$ cat src/rtl/fifo_uart_tx.sv
// 8N1 serial transmitter that drains bytes from a single-clock FIFO read port
// (rd_en / empty / registered data with one cycle of latency).
module fifo_uart_tx #(
    parameter int unsigned CLKS_PER_BIT = 16,
    parameter int unsigned CNT_W        = 16
) (
    input  logic             clk,
    input  logic             rst,
    input  logic             fifo_empty,
    input  logic [7:0]       fifo_data,
    output logic             fifo_rd_en,
    output logic             tx,
    output logic             busy,
    output logic             tx_done,
    output logic [CNT_W-1:0] bytes_sent
);

    localparam int unsigned BAUD_W = (CLKS_PER_BIT > 1) ? $clog2(CLKS_PER_BIT) : 1;
    localparam logic [BAUD_W-1:0] BAUD_LAST = BAUD_W'(CLKS_PER_BIT - 1);

    typedef enum logic [2:0] {
        S_IDLE,
        S_FETCH,
        S_LOAD,
        S_START,
        S_DATA,
        S_STOP
    } state_t;

    state_t            state_q, state_d;
    logic [BAUD_W-1:0] baud_q, baud_d;
    logic [2:0]        bit_idx_q, bit_idx_d;
    logic [7:0]        shift_q, shift_d;
    logic              tx_q, tx_d;
    logic [CNT_W-1:0]  cnt_q, cnt_d;

    logic bit_end;

    assign bit_end = (baud_q == BAUD_LAST);

    // NOTE: every _d defaults to its _q first, so no branch can leave a
    // variable unassigned and infer a latch.
    always_comb begin
        state_d   = state_q;
        baud_d    = baud_q;
        bit_idx_d = bit_idx_q;
        shift_d   = shift_q;
        tx_d      = tx_q;
        cnt_d     = cnt_q;

        case (state_q)
            S_IDLE: begin
                tx_d = 1'b1;
                if (!fifo_empty) begin
                    state_d = S_FETCH;
                end
            end

            S_FETCH: begin
                state_d = S_LOAD;
            end

            // Read data arrives this cycle; the start bit begins on the same edge.
            S_LOAD: begin
                shift_d = fifo_data;
                tx_d    = 1'b0;
                baud_d  = '0;
                state_d = S_START;
            end

            S_START: begin
                if (bit_end) begin
                    baud_d    = '0;
                    bit_idx_d = 3'd0;
                    tx_d      = shift_q[0];
                    state_d   = S_DATA;
                end else begin
                    baud_d = baud_q + 1'b1;
                end
            end

            S_DATA: begin
                if (bit_end) begin
                    baud_d  = '0;
                    shift_d = shift_q >> 1;
                    if (bit_idx_q == 3'd7) begin
                        tx_d    = 1'b1;
                        state_d = S_STOP;
                    end else begin
                        bit_idx_d = bit_idx_q + 3'd1;
                        tx_d      = shift_q[1];
                    end
                end else begin
                    baud_d = baud_q + 1'b1;
                end
            end

            // The FIFO is re-sampled only on the last stop-bit cycle.
            S_STOP: begin
                if (bit_end) begin
                    baud_d  = '0;
                    cnt_d   = cnt_q + 1'b1;
                    state_d = fifo_empty ? S_IDLE : S_FETCH;
                end else begin
                    baud_d = baud_q + 1'b1;
                end
            end

            default: begin
                tx_d    = 1'b1;
                state_d = S_IDLE;
            end
        endcase
    end

    // NOTE: state registers use non-blocking assignments so every flop samples
    // the pre-edge values regardless of process ordering.
    always_ff @(posedge clk or posedge rst) begin
        if (rst) begin
            state_q   <= S_IDLE;
            baud_q    <= '0;
            bit_idx_q <= 3'd0;
            shift_q   <= 8'h00;
            tx_q      <= 1'b1;
            cnt_q     <= '0;
        end else begin
            state_q   <= state_d;
            baud_q    <= baud_d;
            bit_idx_q <= bit_idx_d;
            shift_q   <= shift_d;
            tx_q      <= tx_d;
            cnt_q     <= cnt_d;
        end
    end

    assign fifo_rd_en = (state_q == S_FETCH);
    assign busy       = (state_q != S_IDLE);
    assign tx_done    = (state_q == S_STOP) && bit_end;
    assign tx         = tx_q;
    assign bytes_sent = cnt_q;

endmodule

$ cat config.mk
export PLATFORM = sky130hd
export DESIGN_NAME = fifo_uart_tx
export DESIGN_NICKNAME = d
export VERILOG_FILES = /design/src/rtl/fifo_uart_tx.sv
export SDC_FILE = /design/constraint.sdc
export NUM_CORES = 1
export LEC_CHECK = 0
export CORE_UTILIZATION = 35
export CTS_CLUSTER_SIZE = 20
export DETAILED_ROUTE_END_ITERATION = 10
export GPL_TIMING_DRIVEN = 0
export PLACE_DENSITY = 0.56
export SLEW_MARGIN = 20
export SYNTH_ARGS = -nofsm -noshare
export SYNTH_HDL_FRONTEND = slang
export SYNTH_SLANG_ARGS = --single-unit
$ cat constraint.sdc
create_clock -name clk -period 1.6 [get_ports clk]
set_input_delay 0.24 -clock clk [delete_from_list [all_inputs] [get_ports clk]]
set_output_delay 0.24 -clock clk [all_outputs]
set_load 0.02 [all_outputs]
## After elaboration in Yosys (flattened, before gate mapping)

Cells that the tools add are included.

| cells by class | value |
|---|---|
| div/mod/pow operators | 0 |
| order comparisons | 0 |
| add/sub/neg operators | 3 |
| reduce and logical (&&, ||, !) cells | 13 |
| bitwise operators | 1 |
| $mul | 0 |
| mux-type cells | 19 |
| shift operators | 0 |
| eq/ne operators | 13 |

Operator list:

| cell | count |
|---|---|
| 3-bit 2-to-1 mux | 8 |
| 3-bit one-hot mux with 6 select lines | 1 |
| 16-bit by 1-bit adder with 16-bit output, second input constant | 1 |
| 8-bit one-hot mux with 2 select lines | 1 |
| 2-bit != test, second input constant | 6 |
| 3-bit equality test, second input constant | 3 |
| 8-bit 2-to-1 mux | 1 |
| 4-bit one-hot mux with 2 select lines | 1 |
| 3-bit by 2-bit equality test with 1-bit output, second input constant | 2 |
| 3-bit one-hot mux with 2 select lines | 1 |
| 2-bit nonzero test | 3 |
| 5-bit AND reduction | 1 |
| 4-bit by 1-bit adder with 4-bit output, second input constant | 1 |
| 4-bit equality test, second input constant | 1 |
| 1-bit 2-to-1 mux | 4 |
| 4-bit 2-to-1 mux | 1 |
| 1-bit one-hot mux with 4 select lines | 1 |
| 2-bit AND reduction | 2 |
| 4-bit AND reduction | 1 |
| 3-bit by 1-bit adder with 3-bit output, second input constant | 1 |
| 3-bit by 1-bit equality test with 1-bit output, second input constant | 1 |
| 3-bit logical NOT | 1 |
| 3-bit AND reduction | 1 |
| 3-bit nonzero test | 1 |
| other kinds (4) | 4 |

| storage, ports and cells | value |
|---|---|
| register bits | 35 |
| output and inout bits | 20 |
| word-level logic and storage cells | 55 |
| memories kept | 0 |
| bits of input ports | 11 |
| memory bits (read-only) | 0 |
| latch bits | 0 |
| memory bits (writable) | 0 |

## Logic depth before layout (Yosys ltp)

Gate-level depths: netlist of the first run.

| logic depth | value |
|---|---|
| depth after elaboration | 4 |
| gate-level depth with buffers | 6 |
| mapped depth without buffers | 5 |

## Least setup slack after synthesis of the first run

OpenSTA, ideal clock, no wires.

| timing | value |
|---|---|
| kind | register to register |
| from | register baud_q[0] |
| to | register shift_q[0] |
| stages on the path, launching flop included | 7 |
| arrival time | 1.597 ns |
| setup slack | -0.122 ns |
| data required time | 1.475 ns |
| path through | dfrtp_1 > ha_1 > and3_1 > buf_2 > nand2_1 > a21oi_4 > mux2_2 |

| on the way | value |
|---|---|
| longest elaborated chain between the ends | 3 |

RTL lines:

| item | RTL line | source |
|---|---|---|
| from (decl) | 31 | `logic [BAUD_W-1:0] baud_q, baud_d;` |
| from (signal assigned) | 128 | `baud_q <= baud_d;` |
| 4-bit equality test | 39 | `assign bit_end = (baud_q == BAUD_LAST);` |
| 2-bit != test (no source line) | n/a |  |
| 2-bit AND reduction (no source line) | n/a |  |
| to (signal assigned) | 130 | `shift_q <= shift_d;` |
| to (decl) | 33 | `logic [7:0] shift_q, shift_d;` |

Every way passes these cells.
A chain may end at the register's enable or synchronous reset.

## Worst setup path after layout of the first run

| timing | value |
|---|---|
| from | register state_q[0] |
| to | output busy |

| on the way | value |
|---|---|
| longest elaborated chain between the ends | 1 |

RTL lines:

| item | RTL line | source |
|---|---|---|
| from (decl) | 30 | `state_t state_q, state_d;` |
| from (signal assigned) | 127 | `state_q <= state_d;` |
| 3-bit nonzero test | 137 | `assign busy = (state_q != S_IDLE);` |
| to (decl) | 13 | `output logic busy,` |

Every way passes these cells.

==> results of run 1 <==
## registers in the layout, indices dropped and copies added, names as in the netlist
signal,count
bytes_sent,16
state_q,3
baud_q,4
tx,1
bit_idx_q,3
shift_q,8
## logic make-up after synthesis
family | share of synthesized area
AND/OR/NAND/NOR | 0.166
flip-flops | 0.491
AO/OA/AOI/OAI | 0.103
multiplexers | 0.107
XOR/XNOR | 0.0735
buffers and inverters | 0.0322
adder cells (fa/ha/maj) | 0.0280
## cell usage in the layout, fill, tap and decap left out, drive strengths merged, types with 7 or more instances in the layout
| master | netlist | routed |
|---|---|---|
| a21oi | 9 | 9 |
| nand2 | 11 | 11 |
| clkdlybuf4s50 | 0 | 16 |
| mux2 | 17 | 17 |
| dfrtp | 34 | 34 |
| xnor2 | 7 | 7 |
| xor2 | 8 | 8 |
| nor2 | 8 | 8 |
| buf | 5 | 32 |
| clkbuf | 2 | 7 |
| nor3 | 7 | 7 |
| dlymetal6s2s | 0 | 8 |
## timing repair
action                                 4_1_cts  5_1_grt
setup buffers                               14       11
gates resized for setup                     57       24
hold buffers                                 0        0
setup endpoints to repair                   28       32
pin swaps                                    7       10
cloned                                       0        1
endpoints found under the hold margin        0        0
## per-stage QoR
stage          cells  setup WS (ns)  hold WS [ns]
2_1_floorplan    160        -0.0208         0.392
3_5_place_dp     257         -0.460         0.468
4_1_cts          276        -0.0579         0.431
6_report         286        -0.0652         0.402
3_3_place_gp     257         -0.466         0.460
5_1_grt          286        -0.0972         0.480
## metal layers
layer | vias to the layer above | global-route usage
met2 | 41 | 0.260
met1 | 735 | 0.203
met3 | 11 | 0.0425
met4 | 0 | 0.0641
li1 | 698 | -
met5 | - | 0
## how the worst max path moves through the flow
stage,start,to,cells past startpoint
after global routing,state_q[0],busy,4
after detailed placement,state_q[0],busy,4
after floorplan,baud_q[0],shift_q[0],6
final,state_q[0],busy,4
after global placement,state_q[0],busy,4
after CTS,state_q[0],busy,4
## critical path: stages (launching register included)
cell and delay, ns:
dfrtp_1 0.38, buf_6 0.14, clkbuf_16 0.15, or3_4 0.33, buf_6 0.14
## report_power, final
group / internal, uW / switching (uW) / total [uW]
Sequential: 896 / 5.76 / 902
Combinational: 44.9 / 29.6 / 74.5
Clock: 290 / 299 / 589
Total: 1230 / 335 / 1570
## area by class of cell
class | instances | share of cell area
Multi-Input combinational cell | 112 | 0.375
Sequential cell | 35 | 0.329
Timing Repair Buffer | 56 | 0.207
Tap cell | 67 | 0.0313
Clock buffer | 6 | 0.0271
Buffer | 4 | 0.0219
Inverter | 6 | 0.00840
==> impl_metrics.yaml, run 1 <==
sta:
  rsz0062_at_grt: "true"
  min_period_ns: 1.67
  worstMarginPinSlew_ns: 0.742
  maxSlewHeadroom: 0.505
  fin_tns_setup_ns: -0.0652
  timing.final.hold_violations: 0
  drv_slew: 0
  clock_skew_ns: 0.0106
  finalCritPeriodShare: 1.04
  max_freq_mhz: 601
  setup_slack_ns: -0.0652
  finalSetupViolations: 1
floorplanning:
  io_pins: 31
  coreArea_sq_um: 4820
  die_height_microns: 73.5
  initial_core_util: 0.371
  die-area_sq_um: 5400
  die_x_microns: 73.5
  row_count: 25
min_path:
  hold_path_class: "input pin to async pin"
setup_path:
  cp.required_ns: 1.36
  r2r_setup_slack_ns: 0.03
  path_class: "flip-flop to primary output"
  cp-end-kind: "primary output"
  r2r_start: "state_q[1]"
  critPathLaunchType: "flip-flop"
  regToRegEndpoint: "shift_q[1]"
  path_max_fanout: 8
  timing.reg2reg.worst_path_depth: 6
  critPathArrivalTime_ns: 1.43
routing:
  ant_nets: 0
  drc: 0
  wl_per_cell_microns: 14.2
  top_layer_used: "met4"
  routed_via_density: 5.19
  met2_wirelength_microns: 2000
  drt-initial-drc-count: 57
  routed_wl_microns: 4080
  wl_met3_microns: 204
  vias: 1485
  dr.pass1.iters: 4
  wl_met1_microns: 1800
logic_synthesis:
  postSynthNetCount: 175
  yosysTopAreaCell: "dfrtp_1"
  syn_avg_cell_area_sq_um: 11.2
  synthTopCellsByArea: "dfrtp_1 48%, mux2_2 11%, xor2_1 3.9%"
  async_reset_ff_frac: 1.00
  syn_area_sq_um: 1790
  ys_types: 39
  synth_common_cells: "34 x dfrtp_1, 17 x mux2_2, 11 x nand2_1, 8 x a21oi_1, 8 x xor2_1"
  synth_top_flop_cell: "dfrtp_1"
  synth_seq_cells: 35
  synth_top_area_frac: 0.476
  syn_inst: 160
  ys_warn_count: 0
  synth_edf_count: 0
  yosysMostFrequentCell: "dfrtp_1"
  ys_seq_area_frac: 0.491
pwr:
  leakagePower_uw: 0.00136
  pwr_density_cell_nw_per_um2: 584
  total_power_uw: 1570
  ir_worst_vdd_uv: 397
final_layout:
  syn_to_final_growth_pct: 50.0
  seqCellArea_sq_um: 882
  final_area_sq_um: 2680
  drive_above_1_share: 0.370
  fillers: 431
  finish.utilization: 0.557
  antennaDiodeCount: 0
  multiInputGateArea_sq_um: 1010
  final_nets: 235
placed_design:
  dp_hpwl_microns: 2520
  portBuffers: 30
  placed_area_sq_um: 2190
  gp_congestion: 0.777
cts:
  clock_latency_ns: 0.29
  cts_tree: "built"
  cts.sinks: 35
  htree_levels: 2
  clockBufferDepth: 2
  clk_pin_slew_ns: 0.07
  cts_buffers: 5
  root_buffer: "clkbuf_8"
global_route:
  grt_pass1_wl_microns: 6490
  grt_max_degree: 36
  grt_pass1_vias: 1396
  antenna_found_initial: 0
  track_usage: 0.160
  grt_overflow: 0
status:
  failed_checks: "negative setup slack"
  outcome: "finished with violations"
job:
  cap_violations: 0
Power figures use the tool's default switching activity.
==> run 2: changes to the inputs <==
--- a/config.mk
+++ b/config.mk
@@ -5,11 +5,12 @@
 export SDC_FILE = /design/constraint.sdc
 export NUM_CORES = 1
 export LEC_CHECK = 0
+export ABC_AREA = 1
 export CORE_UTILIZATION = 35
 export CTS_CLUSTER_SIZE = 20
 export DETAILED_ROUTE_END_ITERATION = 10
 export GPL_TIMING_DRIVEN = 0
-export PLACE_DENSITY = 0.56
+export PLACE_DENSITY = 0.55
 export SLEW_MARGIN = 20
 export SYNTH_ARGS = -nofsm -noshare
 export SYNTH_HDL_FRONTEND = slang
==> impl_metrics.yaml, run 2 <==
sta:
  min_period_ns: 1.59
  maxSlewHeadroom: 0.760
  drv_slew: 0
  timing.final.hold_violations: 0
  finalSetupViolations: 0
  rsz0062_at_grt: "true"
  worstMarginPinSlew_ns: 0.358
  clock_skew_ns: 0.00890
  max_freq_mhz: 630
  finalCritPeriodShare: 0.992
floorplanning:
  die_x_microns: 76.4
  io_pins: 31
  coreArea_sq_um: 5200
  row_count: 26
  die_height_microns: 76.4
  initial_core_util: 0.372
  die-area_sq_um: 5830
routing:
  routed_wl_microns: 3960
  routed_via_density: 4.61
  drc: 0
  wl_per_cell_microns: 11.3
  drt-initial-drc-count: 70
  ant_nets: 0
  vias: 1615
  dr.pass1.iters: 4
logic_synthesis:
  ys_warn_count: 0
  ys_types: 31
  async_reset_ff_frac: 1.00
  synth_edf_count: 0
  synth_seq_cells: 35
  syn_inst: 232
  postSynthNetCount: 247
  syn_area_sq_um: 1940
  synth_top_area_frac: 0.440
  yosysTopAreaCell: "dfrtp_1"
  syn_avg_cell_area_sq_um: 8.34
  synthTopCellsByArea: "dfrtp_1 44%, nand2_1 13%, inv_1 4.8%"
  yosysMostFrequentCell: "nand2_1"
  ys_seq_area_frac: 0.453
  synth_common_cells: "66 x nand2_1, 34 x dfrtp_1, 25 x inv_1, 16 x nor2_1, 16 x o21ai_0"
  synth_top_flop_cell: "dfrtp_1"
setup_path:
  critPathArrivalTime_ns: 1.35
  regToRegEndpoint: "shift_q[6]"
  critPathLaunchType: "flip-flop"
  critPathBufInv: 2
  cpLargestDelayFamily: "flip-flops"
  r2r_start: "baud_q[1]"
  path_class: "flip-flop to primary output"
  critPathMaxStageDelay_ns: 0.41
  cp.required_ns: 1.36
  cp-end-kind: "primary output"
  timing.reg2reg.worst_path_depth: 6
  crit_top_cell: "buf_6"
  worst_path_max_delay_cell: "dfrtp_1"
  crit_chain: "ha_4 -> nand3_4 -> nor2_4 -> buf_6 -> buf_6"
  path_max_fanout: 5
  r2r_setup_slack_ns: 0.11
min_path:
  hold_path_class: "input pin to async pin"
final_layout:
  syn_to_final_growth_pct: 31.1
  fillers: 528
  antennaDiodeCount: 0
  final_cell_mix: "65 x nand2_1, 33 x dfrtp_1, 24 x inv_1"
  drive_above_1_share: 0.175
  final_area_sq_um: 2540
  final_nets: 294
  finish.utilization: 0.488
  largest_register_ffs: 16
  mostFrequentLayoutCell: "nand2_1"
global_route:
  antenna_found_initial: 0
  grt_pass1_vias: 1517
  track_usage: 0.151
  grt_pass1_wl_microns: 7020
  grt_max_degree: 24
  grt_overflow: 0
cts:
  cts.sinks: 35
  clk_pin_slew_ns: 0.07
  cts_buffers: 5
  htree_levels: 2
  clockBufferDepth: 2
  postCtsHoldBufs: 0
  root_buffer: "clkbuf_8"
  cts_tree: "built"
  clock_latency_ns: 0.28
status:
  outcome: "finished clean"
placed_design:
  dp_hpwl_microns: 2890
  placed_area_sq_um: 2340
  portBuffers: 30
  gp_congestion: 0.757
pwr:
  pwr_density_cell_nw_per_um2: 1260
  ir_worst_vdd_uv: 684
  total_power_uw: 3200
  leakagePower_uw: 0.00128
job:
  cap_violations: 0
## run 2: how the worst max path moves through the flow
stage | cells past startpoint | slack, ns | startpoint | end
2_1_floorplan | 6 | 0.23 | bytes_sent[0] | bytes_sent[12]
3_3_place_gp | 5 | -0.40 | baud_q[0] | tx_done
3_5_place_dp | 5 | -0.42 | baud_q[0] | tx_done
4_1_cts | 5 | -0.09 | baud_q[0] | tx_done
5_1_grt | 5 | -0.08 | baud_q[1] | tx_done
6_report | 5 | 0.01 | baud_q[1] | tx_done
## run 2: through the flow
| stage | setup WS, ns | hold slack (ns) | setup TNS [ns] | instances |
|---|---|---|---|---|
| final | 0.0121 | 0.227 | 0 | 350 |
| after global routing | -0.0799 | 0.254 | -0.0872 | 350 |
| after CTS | -0.0927 | 0.230 | -0.0927 | 343 |
| after detailed placement | -0.420 | 0.472 | -0.469 | 333 |
| after global placement | -0.398 | 0.467 | -12.25 | 332 |
| after floorplan | 0.227 | 0.387 | 0 | 232 |
## run 2: metal layers
layer  vias up  GRT usage  routed length (microns)
met3         4     0.0359                      112
met4         0     0.0462                       44
met1       741      0.206                     1980
met2        27      0.236                     1820
met5         -          0                        0
li1        843          -                        -
## run 2: cell type report
type / instances / area, sq um / share of cell area
Multi-Input combinational cell: 165 / 921 / 0.363
Inverter: 26 / 97.6 / 0.0385
Sequential cell: 35 / 878 / 0.346
Clock buffer: 8 / 100 / 0.0394
Buffer: 6 / 57.6 / 0.0227
Timing Repair Buffer: 40 / 395 / 0.156
Tap cell: 70 / 87.6 / 0.0345
## run 2: worst reg2reg max path, delay by kind of cell (launching register included)
kind,cells,cell delay (ns)
AO/OA/AOI/OAI,2,0.32
adder cells (fa/ha/maj),1,0.18
flip-flops,1,0.41
AND/OR/NAND/NOR,1,0.12
buffers and inverters,2,0.35
## run 2: cells by family (layout without fill, tap and decap cells)
| logic type | Yosys count | after routing | share of synthesized area |
|---|---|---|---|
| simple gates | 118 | 118 | 0.288 |
| buf+inv | 32 | 80 | 0.0802 |
| mux | 1 | 1 | 0.00517 |
| xor+xnor | 11 | 11 | 0.0498 |
| flops | 35 | 35 | 0.453 |
| compound gates | 31 | 31 | 0.0976 |
| fa+ha+maj | 4 | 4 | 0.0259 |
## run 2: repair_timing
item,in CTS,in global routing
setup endpoints to repair,5,12
pin swaps,1,4
gates resized for setup,14,11
endpoints found under the hold margin,0,0
setup buffers,2,7
## run 2: report_power, final
group / total (uW) / switching (uW) / internal [uW]
Clock: 696 / 303 / 393
Combinational: 1280 / 760 / 524
Sequential: 1220 / 128 / 1090
